===== src/rtl/ioctl_load_ctl.sv =====
// ioctl_load_ctl: routes the ioctl download stream to the ROM loader, the variant byte and the DIP bank,
// and sequences the core reset around ROM downloads.
module ioctl_load_ctl #(
    parameter logic [7:0] ROM_INDEX   = 8'd0,
    parameter logic [7:0] MOD_INDEX   = 8'd1,
    parameter logic [7:0] DIP_INDEX   = 8'd254,
    parameter int         ADDR_W      = 16,
    parameter int         HOLD_CYCLES = 1024
) (
    input  logic              clk,
    input  logic              reset,
    input  logic              ioctl_download,
    input  logic [7:0]        ioctl_index,
    input  logic              ioctl_wr,
    input  logic [24:0]       ioctl_addr,
    input  logic [7:0]        ioctl_dout,
    output logic              dn_wr,
    output logic [ADDR_W-1:0] dn_addr,
    output logic [7:0]        dn_data,
    output logic [7:0]        mod,
    output logic [63:0]       sw,
    output logic              core_reset,
    output logic              rom_loaded,
    output logic              rom_ovf,
    output logic              busy
);
    localparam int CW = $clog2(HOLD_CYCLES + 1);

    typedef enum logic [2:0] {RUN, ROM, HOLD, AUX, ABORT} state_t;

    state_t        state;
    logic          dl_q;
    logic [7:0]    idx;
    logic [CW-1:0] cnt;
    logic          rise;
    logic          in_range;

    assign rise     = ioctl_download & ~dl_q;
    assign in_range = (ioctl_addr >> ADDR_W) == '0;
    assign busy     = state != RUN;

    always_ff @(posedge clk or posedge reset) begin
        if (reset) begin
            state      <= ABORT;
            dl_q       <= 1'b0;
            idx        <= '0;
            cnt        <= '0;
            dn_wr      <= 1'b0;
            dn_addr    <= '0;
            dn_data    <= '0;
            mod        <= '0;
            sw         <= '1;
            core_reset <= 1'b1;
            rom_loaded <= 1'b0;
            rom_ovf    <= 1'b0;
        end else begin
            dl_q  <= ioctl_download;
            dn_wr <= 1'b0;
            case (state)
                RUN, HOLD: begin
                    if (rise) begin
                        idx   <= ioctl_index;
                        state <= ioctl_index == ROM_INDEX ? ROM : AUX;
                        if (ioctl_index == ROM_INDEX) core_reset <= 1'b1;
                    end else if (state == HOLD) begin
                        if (cnt == '0) begin
                            state      <= RUN;
                            core_reset <= 1'b0;
                            rom_loaded <= 1'b1;
                        end else begin
                            cnt <= cnt - 1'b1;
                        end
                    end
                end
                ROM: begin
                    core_reset <= 1'b1;
                    if (ioctl_wr && in_range) begin
                        dn_wr   <= 1'b1;
                        dn_addr <= ioctl_addr[ADDR_W-1:0];
                        dn_data <= ioctl_dout;
                    end
                    if (ioctl_wr && !in_range) rom_ovf <= 1'b1;
                    if (!ioctl_download) begin
                        state <= HOLD;
                        cnt   <= CW'(HOLD_CYCLES - 1);
                    end
                end
                AUX: begin
                    if (ioctl_wr && idx == MOD_INDEX && ioctl_addr == '0) mod <= ioctl_dout;
                    if (ioctl_wr && idx == DIP_INDEX && ioctl_addr[24:3] == '0) sw[ioctl_addr[2:0]*8 +: 8] <= ioctl_dout;
                    if (!ioctl_download) state <= RUN;
                end
                default: begin
                    // dl_q low here means download was already low as reset released
                    core_reset <= 1'b1;
                    if (!ioctl_download) begin
                        state <= dl_q ? HOLD : RUN;
                        cnt   <= CW'(HOLD_CYCLES - 1);
                    end
                end
            endcase
        end
    end
endmodule

===== config.mk =====
export PLATFORM = sky130hd
export DESIGN_NAME = ioctl_load_ctl
export DESIGN_NICKNAME = d
export VERILOG_FILES = /design/src/rtl/ioctl_load_ctl.sv
export SDC_FILE = /design/constraint.sdc
export NUM_CORES = 1
export LEC_CHECK = 0
export ABC_CLOCK_PERIOD_IN_PS = 6320
export BUFFER_PORTS_ARGS = -buffer_cell sky130_fd_sc_hd__buf_2
export CORE_ASPECT_RATIO = 1.1
export CORE_UTILIZATION = 56
export DETAILED_ROUTE_END_ITERATION = 12
export HOLD_SLACK_MARGIN = 0.12
export PLACE_DENSITY = 0.94
export SYNTH_ARGS = -nofsm -noshare
export SYNTH_HDL_FRONTEND = slang
export SYNTH_SLANG_ARGS = --single-unit

===== constraint.sdc =====
create_clock -name clk -period 6.32 [get_ports clk]
set_input_delay 1.264 -clock clk [delete_from_list [all_inputs] [get_ports clk]]
set_output_delay 1.264 -clock clk [all_outputs]
set_load 0.01 [all_outputs]

; After elaboration in Yosys (flattened, before gate mapping)
; Index checks and enable logic that the tools add are counted.
[word_totals]
regBits = 123
input_bits = 45
elab_cells = 80
[classes]
n_addsub = 2
eq_ne = 14
shifts = 2
muxes = 22
n_bitwise = 4
reduce_logical = 24
[ops]
columns = op, n
row1 = bitwise mux 64 bit, 1
row2 = variable shift 8 x 34 -> 64 bit (first input constant), 1
row3 = indexed part select 8 x 34 -> 64 bit, 1
row4 = logical NOT 25 bit, 2
row5 = 2-to-1 mux 11 bit, 4
row6 = negator 6 -> 34 bit, 1
row7 = logical NOT 22 bit, 1
row8 = one-hot mux 11 bit (2 select lines), 1
row9 = 2-to-1 mux 3 bit, 6
row10 = logical NOT 11 bit, 1
row11 = subtractor 11 x 1 -> 11 bit (second input constant), 1
row12 = != test 2 bit (second input constant), 5
row13 = AND reduction 2 bit, 5
row14 = AND reduction 5 bit, 2
row15 = != test 3 bit (second input constant), 3
row16 = one-hot mux 3 bit (3 select lines), 1
row17 = == test 8 x 1 -> 1 bit (second input constant), 1
row18 = == test 8 bit (second input constant), 1
row19 = logical NOT 8 bit, 1
row20 = AND reduction 4 bit, 2
row21 = == test 3 x 2 -> 1 bit (second input constant), 2
row22 = logical AND 1 bit, 6
row23 = 2-to-1 mux 1 bit, 6
row24 = 2-to-1 mux 2 bit, 2
row25 = other kinds (9), 11

; Depth between registers and ports, before layout
; Gate-level depths: netlist of run 1.
[logic_depth]
depth_word = 5
depth_mapped = 8
depth_no_buf = 7

; Worst setup path before layout of run 1
; No wires, ideal clock.
[synth_timing]
path_type = input to register
start = input ioctl_addr[20]
end = register sw[0]
setup_ps = 82
arrival_ps = 3110
setup_slack_ps = 3128
path_stages = 5
n_path_buf = 0
cell_sequence = or4_1 nor3_2 nand4_4 nor4_4 mux2_2
[synth_between]
elab_chain_cells = 3
[synth_lines]
columns = item, line_no
row1 = "start, declared", 15  ; input logic [24:0] ioctl_addr,
row2 = logical NOT 22 bit, 90  ; if (ioctl_wr && idx == DIP_INDEX && ioctl_addr[24:3] == '0) sw[ioctl_addr[2:0]*8 +: 8] <= ioctl_dout;
row3 = logical AND 1 bit, 90
row4 = AND reduction 2 bit (no line), -
row5 = "end signal, assigned by index", 90
row6 = "end, declared", 21  ; output logic [63:0] sw,
; No other way between the ends.
; A chain may end at the register's enable or synchronous reset.

; Final worst setup path of run 1
[layout_timing]
start = input ioctl_addr[20]
end = register sw[1]
; The elaborated chain is that of the path after synthesis.

==> results of run 1 <==
## metal layers
layer	track usage	routed length, um
met4	0.104	354
met5	0	0
met1	0.325	4960
met2	0.455	6440
met3	0.0756	704
## kinds of logic after synthesis
family / Yosys count
flip-flops: 123
AND/OR/NAND/NOR: 97
adder cells (fa/ha/maj): 4
AO/OA/AOI/OAI: 32
multiplexers: 101
buffers and inverters: 24
## layout make-up
cell class / instances / area (um2) / share of cell area
tap: 114 / 143 / 0.0214
clock inverter: 15 / 143 / 0.0214
sequential: 123 / 3160 / 0.475
timing repair buffer: 147 / 741 / 0.111
clock buffer: 17 / 414 / 0.0622
multi-input combinational: 234 / 2020 / 0.304
inverter: 9 / 36.3 / 0.00545
## power by group through the flow
stage	Clock (W)	Combinational, W	Sequential (W)
floorplan	0	0.000102	0.000860
global placement	0	0.000138	0.000869
detailed placement	0	0.000147	0.000873
CTS	0.000899	0.000150	0.000862
global route	0.000938	0.000169	0.000868
finish	0.000885	0.000151	0.000864
## cell usage in the layout (no fill, tap or decap), drive strengths merged, types with 4 or more instances in the layout
cell,instances
a21oi,8
and2,4
and3,4
buf,147
clkbuf,17
clkinv,6
clkinvlp,5
dfrtp,57
dfstp,66
ha,4
inv,12
mux2,101
nand2,11
nand2b,5
nand3,11
nand4,9
nor2,13
nor2b,5
nor3,7
nor4,7
o21ai,13
or3,8
## registers in the layout, summed over array words and instances (netlist names), 3 cells and up
signal / count
mod: 8
idx: 8
dn_addr: 16
dn_data: 8
sw: 64
state: 3
cnt: 11
## worst max-delay path, stage by stage
cell,delay [ns]
buf_2,0.09
or4_1,0.60
nor3_2,0.32
nand4_4,0.21
nor4_4,0.58
mux2_2,0.41
## worst paths after layout
path	endpoint	slack (ns)	depth (start not counted)
max in group asynchronous	dn_data[0]$_DFFE_PP0P_	4.19	3
min	rom_loaded$_DFFE_PP0P_	0.48	1
max	sw[1]$_DFFE_PP1P_	3.28	6
min in group asynchronous	idx[0]$_DFFE_PP0N_	0.81	2
max reg2reg	sw[62]$_DFFE_PP1P_	3.69	5
min reg2reg	rom_loaded$_DFFE_PP0P_	0.48	1
## per-stage QoR
step,hold WS [ns],utilization,power [W]
detailed placement,0.451,0.678,0.00102
global route,0.487,0.739,0.00197
CTS,0.472,0.739,0.00191
finish,0.475,0.739,0.00190
floorplan,0.486,-,0.000963
global placement,0.451,0.678,0.00101
==> impl_metrics.tcl, run 1 <==
set metrics [dict create \
    outcome "completed" \
    clkTransAtPathRegs_ns 0.06 \
    drt_iter0_markers 146 \
    worst_pin_slew_ns 0.909 \
    grt_use_total 0.270 \
    setup_viol 0 \
    p_leak_nw 3.32 \
    grt_pass1_vias 3817 \
    dpl.cell_count 627 \
    row_count 36 \
    ctsHtreeMaxLevel 4 \
    power.internal_w 0.00141 \
    synth_simple_gate_area_frac 0.121 \
    remaining_drc_errors 0 \
    relSlewSlack 0.394 \
    seq_power_share 0.455 \
    cts.hold.buffers_added 0 \
    synth_area_leader_cell "dfstp_2" \
    clock.fmax_ghz 0.328 \
    fin_crit_sh 0.482 \
    synth-xor-area-share 0 \
    synth_common_cells "100 x mux2_2, 66 x dfstp_2, 57 x dfrtp_1" \
    critPathMaxFanout 8 \
    comb_power_share 0.079 \
    start_util 0.586 \
    timing.final.crit_period_ns 3.04 \
    seq_area_frac_synth 0.599 \
    final_cells 659 \
    final_antenna_net_count 0 \
    via_count 3817 \
    drv_cap 0 \
    wire_per_inst_um 18.9 \
    vdd_drop_max_mv 0.191 \
    start_kind "input pin" \
    ioPinCount 146 \
    fin_area_um2 6660 \
    synth_top_area_share 0.329 \
    p_switching_w 0.000492 \
    dpl-instance-area_um2 6100 \
    cts_resized 0 \
    yosysMostFrequentCell "mux2_2" \
    die-height_um 104 \
    portBuffers 145 \
    synth_cell_types 46 \
    hp-class "reg -> reg" \
    synth_edf_count 0 \
    dieArea_um2 9810 \
    clkPwrFrac 0.466 \
    fin_worst_skew_ns 0.00702 \
    clk-insertion-delay-late_ns 0.52 \
    via_per_inst 5.79 \
    diodes 0 \
    synthTopCellsByArea "dfstp_2 33%, dfrtp_1 27%, mux2_2 21%, o21ai_0 1.2%, nand3_1 1.0%" \
    synth_fa_ha_area_frac 0.00949 \
    critPathLaunch "ioctl_addr[20]" \
    r2r-start "state[0]$_DFFE_PP0P_" \
    drive_above_1_share 0.661 \
    ys_dominant_reg_cell "dfstp_2" \
    grt_pass1_wl_um 19800 \
    muxShareOfSynthArea 0.216 \
    antenna_found_initial 0 \
    post_cts_buffers 0 \
    hpwl_um 8860 \
    synth_compound_area_frac 0.0372 \
    synth-async-reset-ratio 1.00 \
    firstDrtPassIters 4 \
    syn_avg_cell_area_um2 13.8 \
    cp.arrival_ns 3.48 \
    fin_tns_setup_ns 0 \
    rsz0062_at_grt "false" \
    cp-end-kind "register" \
    wirelength_um 12500 \
    yosys_warnings 0 \
    crit_required_ns 6.76 \
    numCtsBuffers 17 \
    setup_slack_ns 3.28 \
    hold_viol 0 \
    syn_area_um2 5280 \
    clockBufferDepth 2 \
    syn_inst 381 \
    grt_max_degree 79 \
    slew_viol_final 0 \
    nets 581 \
    cts-root-buf "clkbuf_8" \
    die_w_um 94.6 \
    ys_seq_elements 123 \
    power_density_nw_per_um2 285 \
    syn-num-nets 430 \
    overflow 0 \
    area_growth_pct 26.2 \
    cts.sinks 123 \
    gp_congestion 0.915 \
    path_class "in -> reg" \
    holdCritStartpoint "rom_loaded$_DFFE_PP0P_" \
    pre_cts_slack_ns 2.75 \
    power_switching_share 0.259 \
    core_area_um2 9010 \
    cts_tree "done" \
    synth_top_family_by_area "multiplexers" \
    fillers 590 \
]
No activity file was read; power rests on OpenSTA's default activity.
==> inputs of run 2 (changes only) <==
- ABC_CLOCK_PERIOD_IN_PS: 6320 -> 3100
- CORE_UTILIZATION: 56 -> 52
- PLACE_DENSITY: 0.94 -> 0.88
- clock period: 6.32 -> 3.1 ns (I/O delays scaled with it)
==> impl_metrics.tcl, run 2 (same netlist as run 1, synthesis figures left out) <==
set metrics [dict create \
    dpl.cell_count 636 \
    overflow 0 \
    gp_congestion 0.825 \
    rsz0062_at_grt "false" \
    cp-end-kind "register" \
    crit_required_ns 3.54 \
    clock.fmax_ghz 0.384 \
    remaining_drc_errors 16 \
    fin_area_um2 6740 \
    nets 584 \
    wirelength_um 12300 \
    setup_slack_ns 0.499 \
    grt_pass1_wl_um 19500 \
    clockBufferDepth 2 \
    drv_cap 0 \
    violations "DRC" \
    cts_resized 0 \
    area_growth_pct 27.7 \
    grt_max_degree 57 \
    start_util 0.536 \
    start_kind "register" \
    setup_viol 0 \
    cts.sinks 123 \
    final_antenna_net_count 0 \
    core_area_um2 9840 \
    via_per_inst 5.65 \
    largest_reg_flops 64 \
    die-height_um 108 \
    hp-class "in -> async" \
    pre_cts_slack_ns 0.253 \
    slew_viol_final 0 \
    cts-root-buf "clkbuf_8" \
    layout_commonest_cell "buf_2" \
    power_density_nw_per_um2 589 \
    timing.final.crit_period_ns 2.60 \
    grt_use_total 0.246 \
    most-common-layout-cells "145 x buf_2, 100 x mux2_2, 66 x dfstp_2" \
    dpl-instance-area_um2 6150 \
    top_regs "sw: 64 flops, dn_addr: 16 flops, cnt: 11 flops" \
    clk-insertion-delay-late_ns 0.51 \
    wire_per_inst_um 18.4 \
    critPathMaxFanout 9 \
    post_cts_buffers 0 \
    cts.hold.buffers_added 0 \
    die_w_um 98.0 \
    p_leak_nw 3.36 \
    antenna_found_initial 0 \
    fin_tns_setup_ns 0 \
    clkTransAtPathRegs_ns 0.06 \
    cp.arrival_ns 3.04 \
    hpwl_um 8620 \
    numCtsBuffers 17 \
    portBuffers 145 \
    fin_crit_sh 0.839 \
    path_class "reg -> reg" \
    worst_pin_slew_ns 0.772 \
    p_total_w 0.00396 \
    drive_above_1_share 0.661 \
    firstDrtPassIters 12 \
    dieArea_um2 10600 \
    via_count 3772 \
    relSlewSlack 0.484 \
    drt_iter0_markers 207 \
    top_register "sw" \
    hold_viol 0 \
    grt_pass1_vias 3621 \
    final_cells 668 \
    diodes 0 \
    outcome "complete, but fails checks" \
    fin_worst_skew_ns 0.00605 \
    vdd_drop_max_mv 0.337 \
    ioPinCount 146 \
    row_count 38 \
    cts_tree "done" \
    ctsHtreeMaxLevel 4 \
]
-- run 2: cell types whose count changed in the layout (fill, tap and decap cells not counted), moves of 2 or more --
cell,previous run,this run
buf_4,2,4
clkbuf_16,16,18
clkinvlp_4,5,3
inv_6,3,1
-- run 2: final timing paths --
check,start,endpoint,slack [ns],depth (start not counted)
max,state[0]$_DFFE_PP0P_,sw[63]$_DFFE_PP1P_,0.50,5
min,reset,mod[1]$_DFFE_PP0P_,0.26,2
max reg2reg,state[0]$_DFFE_PP0P_,sw[63]$_DFFE_PP1P_,0.50,5
min reg2reg,rom_loaded$_DFFE_PP0P_,rom_loaded$_DFFE_PP0P_,0.47,1
max in group asynchronous,reset,sw[46]$_DFFE_PP1P_,1.94,3
min in group clk,ioctl_download,dl_q$_DFF_PP0_,0.31,1
-- run 2: per-layer routing --
metal / routed length (um) / GRT usage
met1: 5040 / 0.314
met2: 6160 / 0.411
met3: 912 / 0.0662
met4: 160 / 0.0768
met5: 0 / 0
-- run 2: report_power, final --
part / leakage (nW) / internal, W / total (W) / switching (W)
combinational: 1.67 / 0.000121 / 0.000307 / 0.000186
clock: 0.286 / 0.00119 / 0.00190 / 0.000714
sequential: 1.41 / 0.00168 / 0.00176 / 0.0000785
-- run 2: per-stage QoR --
stage / hold slack [ns] / utilization
2_1_floorplan: 0.486 / -
3_3_place_gp: 0.448 / 0.625
3_5_place_dp: 0.449 / 0.625
4_1_cts: 0.258 / 0.684
5_1_grt: 0.294 / 0.684
6_report: 0.256 / 0.684
-- run 2: area by class of cell --
| type | count | area (um2) |
|---|---|---|
| Sequential cell | 123 | 3160 |
| Fill cell | 668 | 3110 |
| Multi-Input combinational cell | 234 | 2020 |
| Timing Repair Buffer | 150 | 776 |
| Clock buffer | 21 | 482 |
| Tap cell | 120 | 150 |
| Clock inverter | 11 | 106 |
| Inverter | 9 | 37.5 |
-- run 2: critical path, cell delays in order, from the launching register on --
cell and delay (ns):
dfrtp_1 0.48, or3b_2 0.50, nor4_1 0.30, and3_1 0.39
and4_1 0.47, mux2_2 0.39
==> inputs of run 3 (changes only) <==
- ABC_AREA: not set -> 1
- ABC_CLOCK_PERIOD_IN_PS: 3100 -> 2400
- CORE_UTILIZATION: 52 -> 54
- PLACE_DENSITY: 0.88 -> 0.9
- clock period: 3.1 -> 2.4 ns (I/O delays scaled with it)
==> impl_metrics.tcl, run 3 <==
set metrics [dict create \
    rr_worst_depth 6 \
    synth-async-reset-ratio 1.00 \
    multiInputGateArea_um2 2360 \
    die-height_um 112 \
    syn-num-nets 772 \
    timing.final.crit_period_ns 2.01 \
    ioPinCount 146 \
    reg2reg_to "sw[31]$_DFFE_PP1P_" \
    grt_use_met3 0.0816 \
    remaining_drc_errors 0 \
    grt_pass1_wl_um 26600 \
    pre_cts_slack_ns -0.0107 \
    most-common-layout-cells "237 x nand2_1, 145 x buf_2, 66 x dfstp_2" \
    gp_congestion 0.907 \
    slew_viol_final 0 \
    clkTransAtPathRegs_ns 0.06 \
    synth_area_leader_cell "dfstp_2" \
    r2r-start "state[2]$_DFFE_PP1P_" \
    ys_seq_elements 123 \
    hp-class "in -> reg" \
    grt_use_total 0.305 \
    syn_avg_cell_area_um2 8.19 \
    use_met1 0.368 \
    timing.hold.worst_endpoint "dl_q$_DFF_PP0_" \
    critPathMaxFanout 10 \
    comb_power_share 0.193 \
    hold_depth 1 \
    start_util 0.562 \
    synth_edf_count 0 \
    largest_reg_flops 64 \
    holdCritStartpoint "ioctl_download" \
    start_kind "input pin" \
    fin_tns_setup_ns 0 \
    fin_worst_skew_ns 0.00850 \
    setup_slack_ns 0.393 \
    power.internal_w 0.00442 \
    clk-insertion-delay-late_ns 0.42 \
    hold_viol 0 \
    numCtsBuffers 17 \
    power_switching_share 0.310 \
    worst_pin_slew_ns 0.495 \
    path_cells "buf_2 > inv_2 > ha_1 > ha_1 > nor2_8 > nand2_1 > nor2_2 > nand4_1 > nand2_1 > nand2_1" \
    core_area_um2 10500 \
    syn_area_um2 5920 \
    firstDrtPassIters 5 \
    seq_area_um2 3160 \
    crit_slowest_cell "nand4_1" \
    clockBufferDepth 2 \
    post_cts_buffers 0 \
    rsz0062_at_grt "false" \
    fin_crit_sh 0.836 \
    cts-root-buf "clkbuf_16" \
    synth_cell_types 35 \
    seq_power_share 0.378 \
    yosys_warnings 0 \
    cp.arrival_ns 2.35 \
    cts.sinks 123 \
    grt_max_degree 51 \
    power_density_nw_per_um2 854 \
    relSlewSlack 0.669 \
    outcome "completed" \
    syn_inst 723 \
    drive_above_1_share 0.327 \
    slowest_delay_ns 0.35 \
    yosysMostFrequentCell "nand2_1" \
    synth_common_cells "237 x nand2_1, 66 x dfstp_2, 65 x nor2_1" \
    grt_pass1_vias 5511 \
    synthTopCellsByArea "dfstp_2 29%, dfrtp_1 24%, nand2_1 15%, nand4_1 6.0%, nor2_1 4.1%" \
    cts_tree "done" \
    die_w_um 102 \
    final_antenna_net_count 0 \
    crit_required_ns 2.74 \
    portBuffers 145 \
    top_register "sw" \
    cpMostUsedCell "nand2_1" \
    top_regs "sw: 64 flops, dn_addr: 16 flops, cnt: 11 flops" \
    seq_area_frac_synth 0.534 \
    row_count 39 \
    synth_top_area_share 0.293 \
    grt.busiest_layer "met2" \
    fillers 760 \
    rrSetupSlack_ns 0.41 \
    area_growth_pct 26.4 \
    drt_iter0_markers 474 \
    drv_cap 0 \
    overflow 0 \
    path_class "in -> reg" \
    hpwl_um 11200 \
    p_total_w 0.00640 \
    via_per_inst 5.59 \
    p_leak_nw 3.88 \
    wirelength_um 16600 \
    use_met2 0.495 \
    ys_dominant_reg_cell "dfstp_2" \
    clkPwrFrac 0.429 \
    antenna_found_initial 0 \
    cp-end-kind "register" \
    via_count 5768 \
    dieArea_um2 11400 \
    layout_commonest_cell "nand2_1" \
    p_switching_w 0.00198 \
    ctsHtreeMaxLevel 4 \
    vdd_drop_max_mv 0.583 \
    wire_per_inst_um 16.1 \
    setup_viol 0 \
    nets 925 \
    diodes 0 \
    clock.fmax_ghz 0.498 \
]
## run 3: changes by cell type in the layout (fill, tap and decap cells not counted), sizes merged, moves of 11 or more
cell   change
nor2      +62
nand4     +49
inv       +59
mux2     -101
nand2    +234
buf       +11
o21ai     +51
nand3     +27
## run 3: layout make-up
class,instances,area share
multi-input combinational,504,0.315
sequential,123,0.422
tap,143,0.0239
inverter,68,0.0349
timing repair buffer,162,0.119
clock inverter,15,0.0284
clock buffer,17,0.0568
## run 3: kinds of logic after synthesis
group	count (synthesis)	synth area share
AND/OR/NAND/NOR	432	0.329
flip-flops	123	0.534
buffers and inverters	96	0.0684
AO/OA/AOI/OAI	67	0.0594
adder cells (fa/ha/maj)	4	0.00845
XOR/XNOR	1	0.00148
## run 3: stage by stage
step           cells  hold WS [ns]  instance area (um2)   util
6_report        1032         0.195                 7490  0.711
5_1_grt         1032         0.189                 7490  0.711
4_1_cts         1032         0.195                 7490  0.711
3_5_place_dp     999         0.450                 6840  0.649
3_3_place_gp     999         0.447                 6840  0.649
2_1_floorplan    723         0.453                 5930      -
## run 3: what timing repair did
| action | CTS | global route |
|---|---|---|
| hold buffers | 1 | 0 |
| hold endpoints to repair | 12 | 0 |
| resized for setup | 0 | 0 |
## run 3: power by group through the flow
stage          sequential (W)  clock [W]  combinational, W
2_1_floorplan         0.00242          0          0.000913
3_3_place_gp          0.00243          0           0.00117
3_5_place_dp          0.00244          0           0.00120
4_1_cts               0.00241    0.00277           0.00123
5_1_grt               0.00244    0.00288           0.00139
6_report              0.00242    0.00275           0.00124
## run 3: layer usage
| metal | routed length, um | vias to the layer above |
|---|---|---|
| met1 | 6440 | 2755 |
| met5 | 0 | - |
| li1 | - | 2663 |
| met3 | 1310 | 64 |
| met2 | 8150 | 286 |
| met4 | 679 | 0 |
## run 3: how the worst max path moves through the flow
stage	start	end	slack, ns	depth (start not counted)
after floorplan	ioctl_addr[0]	sw[32]$_DFFE_PP1P_	0.41	9
after global placement	ioctl_addr[0]	sw[10]$_DFFE_PP1P_	0.13	10
after detailed placement	ioctl_addr[0]	sw[8]$_DFFE_PP1P_	-0.01	10
after CTS	ioctl_addr[0]	sw[14]$_DFFE_PP1P_	0.43	10
after global routing	ioctl_addr[0]	sw[14]$_DFFE_PP1P_	0.21	10
final	ioctl_addr[0]	sw[8]$_DFFE_PP1P_	0.39	10
## run 3: critical path: cells and delay by family
kind	cells	cell delay (ns)
and+or+nand+nor	6	1.13
adders and majority gates	2	0.53
buffers and inverters	2	0.22
